--- src/rtl/uart_irq_status.sv ---
// UART interrupt status block: sticky W1C pending flags, enable mask, registered irq and irq_id.
// Optional IRQ_HOLDOFF_EN: holds irq low for HOLDOFF cycles after every falling edge.
module uart_irq_status #(
  parameter int            N         = 7,
  parameter logic [N-1:0]  EDGE_MASK = 7'b0001111,
  parameter logic [N-1:0]  EN_RESET  = 7'b0000000,
  parameter int            HOLDOFF   = 4,
  localparam int           IW        = (N > 1) ? $clog2(N) : 1
) (
  input  logic          clk,
  input  logic          reset,
  input  logic [N-1:0]  status_in,
  input  logic          en_we,
  input  logic [N-1:0]  en_wdata,
  input  logic          clr_we,
  input  logic [N-1:0]  clr_wdata,
  output logic [N-1:0]  enable,
  output logic [N-1:0]  pending,
  output logic          irq,
  output logic [IW-1:0] irq_id
);

  logic [N-1:0]  status_q;
  logic [N-1:0]  prev_q;
  logic [N-1:0]  set_evt;
  logic [N-1:0]  clr_mask;
  logic [N-1:0]  active;
  logic          any_active;
  logic [IW-1:0] id_next;

  // Edge sources fire only on a sampled 0->1; level sources fire every cycle they are high.
  assign set_evt    = (status_q & ~prev_q & EDGE_MASK) | (status_q & ~EDGE_MASK);
  assign clr_mask   = clr_we ? clr_wdata : '0;
  assign active     = pending & enable;
  assign any_active = |active;

  always_comb begin
    id_next = '0;
    for (int i = N - 1; i >= 0; i--) begin
      if (active[i]) id_next = IW'(i);
    end
  end

  always_ff @(posedge clk or posedge reset) begin
    if (reset) begin
      status_q <= '0;
      prev_q   <= '0;
      pending  <= '0;
      enable   <= EN_RESET;
    end else begin
      status_q <= status_in;
      prev_q   <= status_q;
      pending  <= (pending & ~clr_mask) | set_evt;
      if (en_we) enable <= en_wdata;
    end
  end

`ifdef IRQ_HOLDOFF_EN
  localparam int CW = (HOLDOFF > 0) ? $clog2(HOLDOFF + 1) : 1;

  logic [CW-1:0] hold_cnt;
  logic [CW-1:0] hold_next;

  // Irq is gated on the post-edge count so it stays low for exactly HOLDOFF cycles.
  always_comb begin
    hold_next = hold_cnt;
    if (irq && !any_active) hold_next = CW'(HOLDOFF);
    else if (hold_cnt != '0) hold_next = hold_cnt - CW'(1);
  end

  always_ff @(posedge clk or posedge reset) begin
    if (reset) begin
      hold_cnt <= '0;
      irq      <= 1'b0;
      irq_id   <= '0;
    end else begin
      hold_cnt <= hold_next;
      irq      <= any_active && (hold_next == '0);
      irq_id   <= id_next;
    end
  end
`else
  always_ff @(posedge clk or posedge reset) begin
    if (reset) begin
      irq    <= 1'b0;
      irq_id <= '0;
    end else begin
      irq    <= any_active;
      irq_id <= id_next;
    end
  end
`endif

endmodule

--- config.mk ---
export PLATFORM = sky130hd
export DESIGN_NAME = uart_irq_status
export DESIGN_NICKNAME = d
export VERILOG_FILES = /design/src/rtl/uart_irq_status.sv
export SDC_FILE = /design/constraint.sdc
export NUM_CORES = 1
export LEC_CHECK = 0
export ABC_AREA = 1
export CAP_MARGIN = 25
export CORE_MARGIN = 4
export CORE_UTILIZATION = 39
export DETAILED_ROUTE_END_ITERATION = 12
export PLACE_DENSITY = 0.84
export SETUP_SLACK_MARGIN = 0.1
export SYNTH_ARGS = -nofsm -noshare
export SYNTH_HDL_FRONTEND = slang
export SYNTH_SLANG_ARGS = --single-unit
--- constraint.sdc ---
create_clock -name clk -period 1.1 [get_ports clk]
set_input_delay 0.275 -clock clk [delete_from_list [all_inputs] [get_ports clk]]
set_output_delay 0.275 -clock clk [all_outputs]
set_load 0.005 [all_outputs]
==> impl_metrics.toml, run 1 <==
[worst_setup_path]
crit_buf_inv = 1
worst-path-max-fanout = 2
cp.depth = 1
crit_path_end_kind = "primary output"
r2r_end = "irq"
critical_path_class = "flip-flop to primary output"
timing.rr.start = "pending[3]"
crit_arrival_ps = 850
required_ps = 820
cp-start-kind = "flip-flop"
path_cells = "buf_2"
critPathTopFamily = "flip-flops"
critPathMaxStageDelay_ps = 400
critPathSlowestCell = "dfrtp_1"
rr_worst_depth = 6
ff2ff_setup_slack_ps = 90

[clock_tree]
clk_path_buf_depth = 2
htreeDepth = 2
cts.sinks = 29
clkTransAtPathRegs_ps = 80
cts_tree = "done"
numCtsBuffers = 5
clkLatencyLatePin_ps = 310
ctsHoldBuffers = 0
clock-root-buffer = "clkbuf_4"

[grt]
antenna_found_initial = 0
grt_first_pass_wirelength_um = 3730
overflow = 0
grt_pass1_vias = 903
grt_max_degree = 30
track_usage = 0.149

[synth]
synthesis.area_mm2 = 0.00104
synth.most_common_cell = "dfrtp_1"
synth_cell_type_count = 13
avgSynthCellArea_um2 = 12.6
ys_seq_elements = 29
synth.area.top_cells = "dfrtp_1 (70%), mux2_4 (10%), nand2_1 (8.6%)"
postSynth.asyncResetShare = 1.00
synth_top_area_cell = "dfrtp_1"
netlist_top_cells_count = "dfrtp_1 (29), nand2_1 (24), inv_1 (9)"
yosys_warnings = 0
synth_flop_cell = "dfrtp_1"
synthesis.nets = 108
synthCells = 83
yosysTopAreaCellShare = 0.696
seq_area_frac_synth = 0.696
synth-edff-count = 0

[power]
total_power_w = 0.00227
vdd_drop_max_mv = 0.965
power.density_mw_per_mm2 = 1380
p_leak_nw = 0.823

[final_layout]
antenna_cells = 0
drive_gt1_frac = 0.409
finalInstanceArea_mm2 = 0.00165
nNetsFinal = 173
utilization = 0.653
layout.cells.non_filler = 179
fillCellCount = 201
area_growth_pct = 58.0

[placed_design]
placed_cell_area_mm2 = 0.00163
pre_cts_ws_ps = -255
place_hpwl_um = 1760
port_buffers = 42
place_inst = 170
place.gp.congestion = 0.836

[floorplan]
core_area_mm2 = 0.00252
fp.dieW_um = 59.7
rows = 18
start_util = 0.413
fp.dieH_um = 59.7
dieArea_mm2 = 0.00356
io_pins = 43

[route]
drc = 0
drt_iter0_drc = 20
wirelength_um = 2320
wl_per_cell_um = 13.0
vias = 817
drt_first_pass_iters = 4
viasPerCell = 4.56
drtAntennaViolNets = 0

[sta]
skew_ps = 6.88
period_share = 1.02
fin_ws_ps = -26.6
fmax_mhz = 888
relSlewSlack = 0.815
finalSetupViolCount = 10
tightest_slew_ps = 277
drv_slew = 0
finalCriticalPeriod_ps = 1130
rsz0062_at_grt = "yes"
final_hold_viol_count = 0

[status]
violations = "negative setup slack"
status = "finished, violations left"

[run]
max_cap_viol_count = 0

[hold_path]
min_path_type = "input pin to async pin"
==> worst max-delay path by stage <==
stage | start | end | slack [ps]
global route | enable[5] | enable[5] | -80
global placement | en_we | enable[0] | -230
detailed placement | en_we | enable[2] | -260
finish | enable[5] | enable[5] | -30
CTS | enable[5] | enable[5] | -50
floorplan | reset | enable[0] | 220
==> kinds of logic after synthesis <==
| logic type | share of synthesized area |
|---|---|
| DFF | 0.696 |
| muxes | 0.101 |
| buffers and inverters | 0.0432 |
| and+or+nand+nor | 0.106 |
| AOI/OAI and AO/OA | 0.0540 |
==> layer usage <==
metal,wire (µm),GRT usage,share of wire
met5,0,0,0
met4,66,0.0759,0.028
met3,166,0.0691,0.072
met2,1210,0.245,0.52
met1,874,0.158,0.38
==> state kept, by name (all words and copies together), names as in the netlist <==
name,flops
enable,7
irq,1
irq_id,3
pending,7
prev_q,4
status_q,7
==> cells in the final DEF, fill, tap and decap left out, types with 2 or more instances in the layout <==
| cell type | Yosys | routed |
|---|---|---|
| buf_12 | 0 | 2 |
| o21ai_0 | 4 | 4 |
| a21oi_2 | 1 | 2 |
| clkdlybuf4s50_1 | 0 | 23 |
| nand2_4 | 0 | 2 |
| nand2_1 | 24 | 16 |
| clkbuf_1 | 0 | 3 |
| mux2_4 | 7 | 7 |
| a21o_1 | 3 | 3 |
| buf_2 | 0 | 18 |
| buf_4 | 0 | 14 |
| dfrtp_1 | 29 | 29 |
| clkbuf_4 | 0 | 5 |
| nand2_2 | 0 | 6 |
| inv_1 | 9 | 7 |
==> area by class of cell <==
class / count / area, µm² / share of cell area
Tap cell: 30 / 37.5 / 0.0228
Multi-Input combinational cell: 44 / 313 / 0.190
Sequential cell: 29 / 726 / 0.441
Timing Repair Buffer: 59 / 485 / 0.295
Inverter: 9 / 36.3 / 0.0220
Clock buffer: 8 / 48.8 / 0.0296
==> report_power, final <==
| group | switching, W | leakage, nW | internal (W) |
|---|---|---|---|
| logic | 0.000212 | 0.464 | 0.000295 |
| registers | 0.0000402 | 0.332 | 0.00116 |
| clock network | 0.000315 | 0.0265 | 0.000254 |
| total | 0.000567 | 0.823 | 0.00171 |
==> repair_timing <==
| action | in CTS | in global routing |
|---|---|---|
| setup endpoints to repair | 25 | 22 |
| pin swaps | 5 | 3 |
| setup buffers | 2 | 0 |
| gates resized for setup | 84 | 6 |
==> stage by stage <==
step	setup TNS [ps]	hold slack, ps
after global routing	-887	296
after CTS	-333	285
after floorplan	0	306
after global placement	-2750	357
final	-112	291
after detailed placement	-3140	366
Note: power is estimated with default switching activity, not from simulation.
==> run 2, diff against run 1 <==
--- a/config.mk
+++ b/config.mk
@@ -11,7 +11,7 @@
 export CORE_UTILIZATION = 39
 export DETAILED_ROUTE_END_ITERATION = 12
 export PLACE_DENSITY = 0.84
-export SETUP_SLACK_MARGIN = 0.1
+export SETUP_SLACK_MARGIN = 0.15
 export SYNTH_ARGS = -nofsm -noshare
 export SYNTH_HDL_FRONTEND = slang
 export SYNTH_SLANG_ARGS = --single-unit
==> run 2 against run 1 <==
  * Total power up 3.6%
  * Critical path type unchanged
  * Clock power grew 3%
  * Combinational power rose by 12%
  * Clock-buffer cell count unchanged
  * Sequential cell count unchanged
  * Worst setup slack worse by 16 ps
  * The flow still finishes with violations (negative setup slack)
  * Largest cell class unchanged
  * Routed wire length grew 13%
  * Final cell count grew 1.1%
==> impl_metrics.toml, run 2 (synthesis gave the netlist of run 1 again) <==
[status]
status = "finished, violations left"
violations = "negative setup slack"

[final_layout]
reg_top3 = "enable: 7 flops, pending: 7 flops, status_q: 7 flops"
antenna_cells = 0
finalInstanceArea_mm2 = 0.00171
area_growth_pct = 64.0
most-common-layout-cells = "dfrtp_1 (29), clkdlybuf4s50_1 (22), buf_2 (18)"
fillCellCount = 191
final_common_cell = "dfrtp_1"
drive_gt1_frac = 0.430
layout.cells.non_filler = 181
nNetsFinal = 175
utilization = 0.678

[sta]
rsz0062_at_grt = "yes"
skew_ps = 11.0
finalCriticalPeriod_ps = 1140
period_share = 1.04
final_hold_viol_count = 0
finalSetupViolCount = 12
drv_slew = 0
relSlewSlack = 0.819
fmax_mhz = 875
fin_ws_ps = -42.4
tightest_slew_ps = 272

[worst_setup_path]
path_cells = "buf_2"
cp-start-kind = "flip-flop"
crit_arrival_ps = 870
crit_path_end_kind = "primary output"
critPathMaxStageDelay_ps = 410
critical_path_class = "flip-flop to primary output"
required_ps = 820
critPathSlowestCell = "dfrtp_1"
crit_buf_inv = 1
critPathTopFamily = "flip-flops"
worst-path-max-fanout = 2

[run]
max_cap_viol_count = 0

[grt]
grt_pass1_vias = 907
grt_first_pass_wirelength_um = 3880
track_usage = 0.155
grt_max_degree = 30
antenna_found_initial = 0
overflow = 0

[clock_tree]
cts_tree = "done"
clkLatencyLatePin_ps = 320
ctsHoldBuffers = 0
cts.sinks = 29
clock-root-buffer = "clkbuf_4"
htreeDepth = 2
clkTransAtPathRegs_ps = 90
numCtsBuffers = 5
clk_path_buf_depth = 2

[power]
power.density_mw_per_mm2 = 1380
vdd_drop_max_mv = 0.978
p_leak_nw = 0.851

[placed_design]
port_buffers = 42
placed_cell_area_mm2 = 0.00163
place_hpwl_um = 1760
place.gp.congestion = 0.836
place_inst = 170

[floorplan]
dieArea_mm2 = 0.00356
core_area_mm2 = 0.00252
fp.dieH_um = 59.7
start_util = 0.413
fp.dieW_um = 59.7
io_pins = 43
rows = 18

[route]
drt_first_pass_iters = 4
wirelength_um = 2620
wl_per_cell_um = 14.5
drtAntennaViolNets = 0
drt_iter0_drc = 20
drc = 0
vias = 855
viasPerCell = 4.72

[hold_path]
min_path_type = "input pin to async pin"
==> run 2: cell types whose count changed in the layout (fill, tap and decap cells not counted), moves of 2 or more <==
cell and change:
buf_6 +5, nand2_4 +3, buf_4 -3, nand2_2 -2
==> run 2: final cells by class <==
cell class	instances	area, µm²	share of cell area
clock buffer	8	48.8	0.0286
tap	30	37.5	0.0220
sequential	29	726	0.425
multi-input combinational	44	340	0.199
inverter	9	38.8	0.0227
timing repair buffer	61	518	0.303
==> run 2: worst min-delay path: cells and delay by family <==
| kind | cells | cell delay (ps) |
|---|---|---|
| buffers and inverters | 3 | 680 |
==> run 2: what timing repair did <==
item / 4_1_cts / 5_1_grt
endpoints found under the setup margin: 30 / 23
buffers inserted: 2 / 1
endpoints found under the hold margin: 0 / 0
pin swaps: 6 / 5
gates resized for setup: 94 / 9
==> run 2: stage by stage <==
stage / hold WS, ps / setup slack (ps) / TNS, ps / total power (W)
floorplan: 306 / 219 / 0 / 0.00138
finish: 281 / -42.4 / -283 / 0.00236
detailed placement: 366 / -255 / -3140 / 0.00174
CTS: 285 / -46.5 / -365 / 0.00232
global placement: 357 / -232 / -2750 / 0.00173
global route: 298 / -80.1 / -895 / 0.00248
==> run 2: power by group <==
group	internal (W)	total (W)	switching, W
clock network	0.000254	0.000585	0.000331
logic	0.000325	0.000570	0.000245
registers	0.00116	0.00120	0.0000436
==> run 2: final timing paths <==
check	start	endpoint	slack, ps	depth (start not counted)
min reg2reg	status_q[1]	prev_q[1]	380	0
max in group asynchronous	reset	pending[0]	650	3
min in group clk	status_q[1]	prev_q[1]	380	0
max reg2reg	enable[5]	irq_id[0]	60	7
min	reset	prev_q[1]	280	3
max	enable[5]	enable[5]	-40	1
==> run 2: routing by layer <==
| layer | vias to the layer above | share of wire | GRT usage |
|---|---|---|---|
| li1 | 398 | - | - |
| met1 | 408 | 0.40 | 0.173 |
| met2 | 38 | 0.50 | 0.253 |
| met3 | 11 | 0.068 | 0.0648 |
| met4 | 0 | 0.033 | 0.0759 |
| met5 | - | 0 | 0 |
==> run 3, diff against run 2 <==
--- a/config.mk
+++ b/config.mk
@@ -10,7 +10,7 @@
 export CORE_MARGIN = 4
 export CORE_UTILIZATION = 39
 export DETAILED_ROUTE_END_ITERATION = 12
-export PLACE_DENSITY = 0.84
+export PLACE_DENSITY = 0.76
 export SETUP_SLACK_MARGIN = 0.15
 export SYNTH_ARGS = -nofsm -noshare
 export SYNTH_HDL_FRONTEND = slang
==> run 3 against run 2 <==
  * First-iteration DRC count down 25%
  * Sequential cell count unchanged
  * Non-clock buffer count up 5
  * The flow still finishes with violations (negative setup slack)
  * Clock skew up 1.1 ps
  * Critical path depth stayed put
  * Global-route usage decreased by 0.65 points
  * Final cell count increased by 2.8%
  * Maximum frequency fell by 1.3%
  * Via count decreased by 0.35%
  * Routed wire length is 1.4% higher
  * Clock power is 52% higher
  * Worst setup slack got worse by 15 ps
==> impl_metrics.toml, run 3 (synthesis gave the netlist of run 1 again) <==
[status]
status = "finished, violations left"
violations = "negative setup slack"

[worst_setup_path]
critPathTopFamily = "flip-flops"
cp-start-kind = "flip-flop"
critPathSlowestCell = "dfrtp_1"
crit_path_end_kind = "primary output"
path_cells = "buf_2"
crit_buf_inv = 1
timing.rr.start = "enable[1]"
critPathMaxStageDelay_ps = 430
critical_path_class = "flip-flop to primary output"
crit_arrival_ps = 880
rr_worst_depth = 4
r2r_end = "enable[1]"
ff2ff_setup_slack_ps = -10
required_ps = 820
worst-path-max-fanout = 2

[final_layout]
most-common-layout-cells = "dfrtp_1 (29), clkdlybuf4s50_1 (22), buf_2 (18)"
area_growth_pct = 72.3
nNetsFinal = 180
final_common_cell = "dfrtp_1"
antenna_cells = 0
multiInputGateArea_um2 = 340
fillCellCount = 180
drive_gt1_frac = 0.455
reg_top3 = "enable: 7 flops, pending: 7 flops, status_q: 7 flops"
finalInstanceArea_mm2 = 0.00180
regArea_um2 = 726

[clock_tree]
ctsHoldBuffers = 0
clkTransAtPathRegs_ps = 100
cts_tree = "done"
numCtsBuffers = 5
htreeDepth = 2
clock-root-buffer = "clkbuf_4"
clk_path_buf_depth = 2
cts.sinks = 29
clkLatencyLatePin_ps = 310

[power]
p_sw_frac = 0.238
vdd_drop_max_mv = 1.40
pwr-share-clk = 0.330
p_sw_w = 0.000640
seq_power_share = 0.446
p_int_w = 0.00205
combPwrFrac = 0.224
p_leak_nw = 0.906
power.density_mw_per_mm2 = 1500

[sta]
final_hold_viol_count = 0
finalCriticalPeriod_ps = 1160
relSlewSlack = 0.809
period_share = 1.05
setup_tns_ps = -221
skew_ps = 12.0
tightest_slew_ps = 286
finalSetupViolCount = 10
drv_slew = 0
fmax_mhz = 864
rsz0062_at_grt = "yes"
fin_ws_ps = -57.5

[hold_path]
min_path_type = "input pin to async pin"

[grt]
overflow = 0
grt_pass1_vias = 867
antenna_found_initial = 0
grt_first_pass_wirelength_um = 3780
grt_max_degree = 30
track_usage = 0.149

[run]
max_cap_viol_count = 0

[floorplan]
io_pins = 43
core_area_mm2 = 0.00252
fp.dieW_um = 59.7
rows = 18
start_util = 0.413
fp.dieH_um = 59.7
dieArea_mm2 = 0.00356

[placed_design]
place.gp.congestion = 0.730
place_hpwl_um = 1750
port_buffers = 42
placed_cell_area_mm2 = 0.00163

[route]
viasPerCell = 4.58
drt_first_pass_iters = 4
vias = 852
wirelength_um = 2660
drc = 0
drt_iter0_drc = 15
wl_per_cell_um = 14.3
drtAntennaViolNets = 0
[run 3: metal layers]
metal / GRT usage / up-vias / wire (µm)
met3: 0.0734 / 0 / 194
li1: - / 407 / -
met4: 0.0348 / 0 / 0
met2: 0.258 / 30 / 1420
met5: 0 / - / 0
met1: 0.162 / 415 / 1050
[run 3: worst max path at each step]
stage	from	to	slack, ps	depth (start not counted)
floorplan	reset	enable[0]	220	1
global placement	en_we	enable[1]	-230	3
detailed placement	en_we	enable[1]	-260	3
CTS	enable[5]	enable[5]	-60	1
global route	enable[5]	enable[5]	-100	1
finish	enable[5]	enable[5]	-60	1
[run 3: repair_timing]
| item | 4_1_cts | 5_1_grt |
|---|---|---|
| endpoints found under the hold margin | 0 | 0 |
| buffers inserted | 4 | 5 |
| pin swaps | 7 | 6 |
| setup endpoints to repair | 28 | 26 |
| resized for setup | 93 | 13 |
[run 3: final cells by class]
type / instances / share of cell area
Sequential cell: 29 / 0.404
Timing Repair Buffer: 66 / 0.318
Multi-Input combinational cell: 44 / 0.190
Clock buffer: 7 / 0.0307
Tap cell: 30 / 0.0209
Inverter: 9 / 0.0202
Clock inverter: 1 / 0.0167
[run 3: per-stage QoR]
step           setup slack, ps  utilization  power [W]  hold WS [ps]  cells
4_1_cts                  -58.1        0.682    0.00264           300    181
5_1_grt                  -98.4        0.712    0.00283           290    186
3_3_place_gp              -235        0.645    0.00172           359    169
6_report                 -57.5        0.712    0.00269           301    186
2_1_floorplan              219            -    0.00138           306     83
3_5_place_dp              -260        0.645    0.00174           362    169
[run 3: power groups by stage]
| stage | registers, W | clock network [W] | logic (W) |
|---|---|---|---|
| 6_report | 0.00120 | 0.000888 | 0.000603 |
| 5_1_grt | 0.00121 | 0.000972 | 0.000642 |
| 4_1_cts | 0.00120 | 0.000913 | 0.000529 |
| 3_5_place_dp | 0.00122 | 0 | 0.000520 |
| 3_3_place_gp | 0.00122 | 0 | 0.000504 |
| 2_1_floorplan | 0.00123 | 0 | 0.000153 |
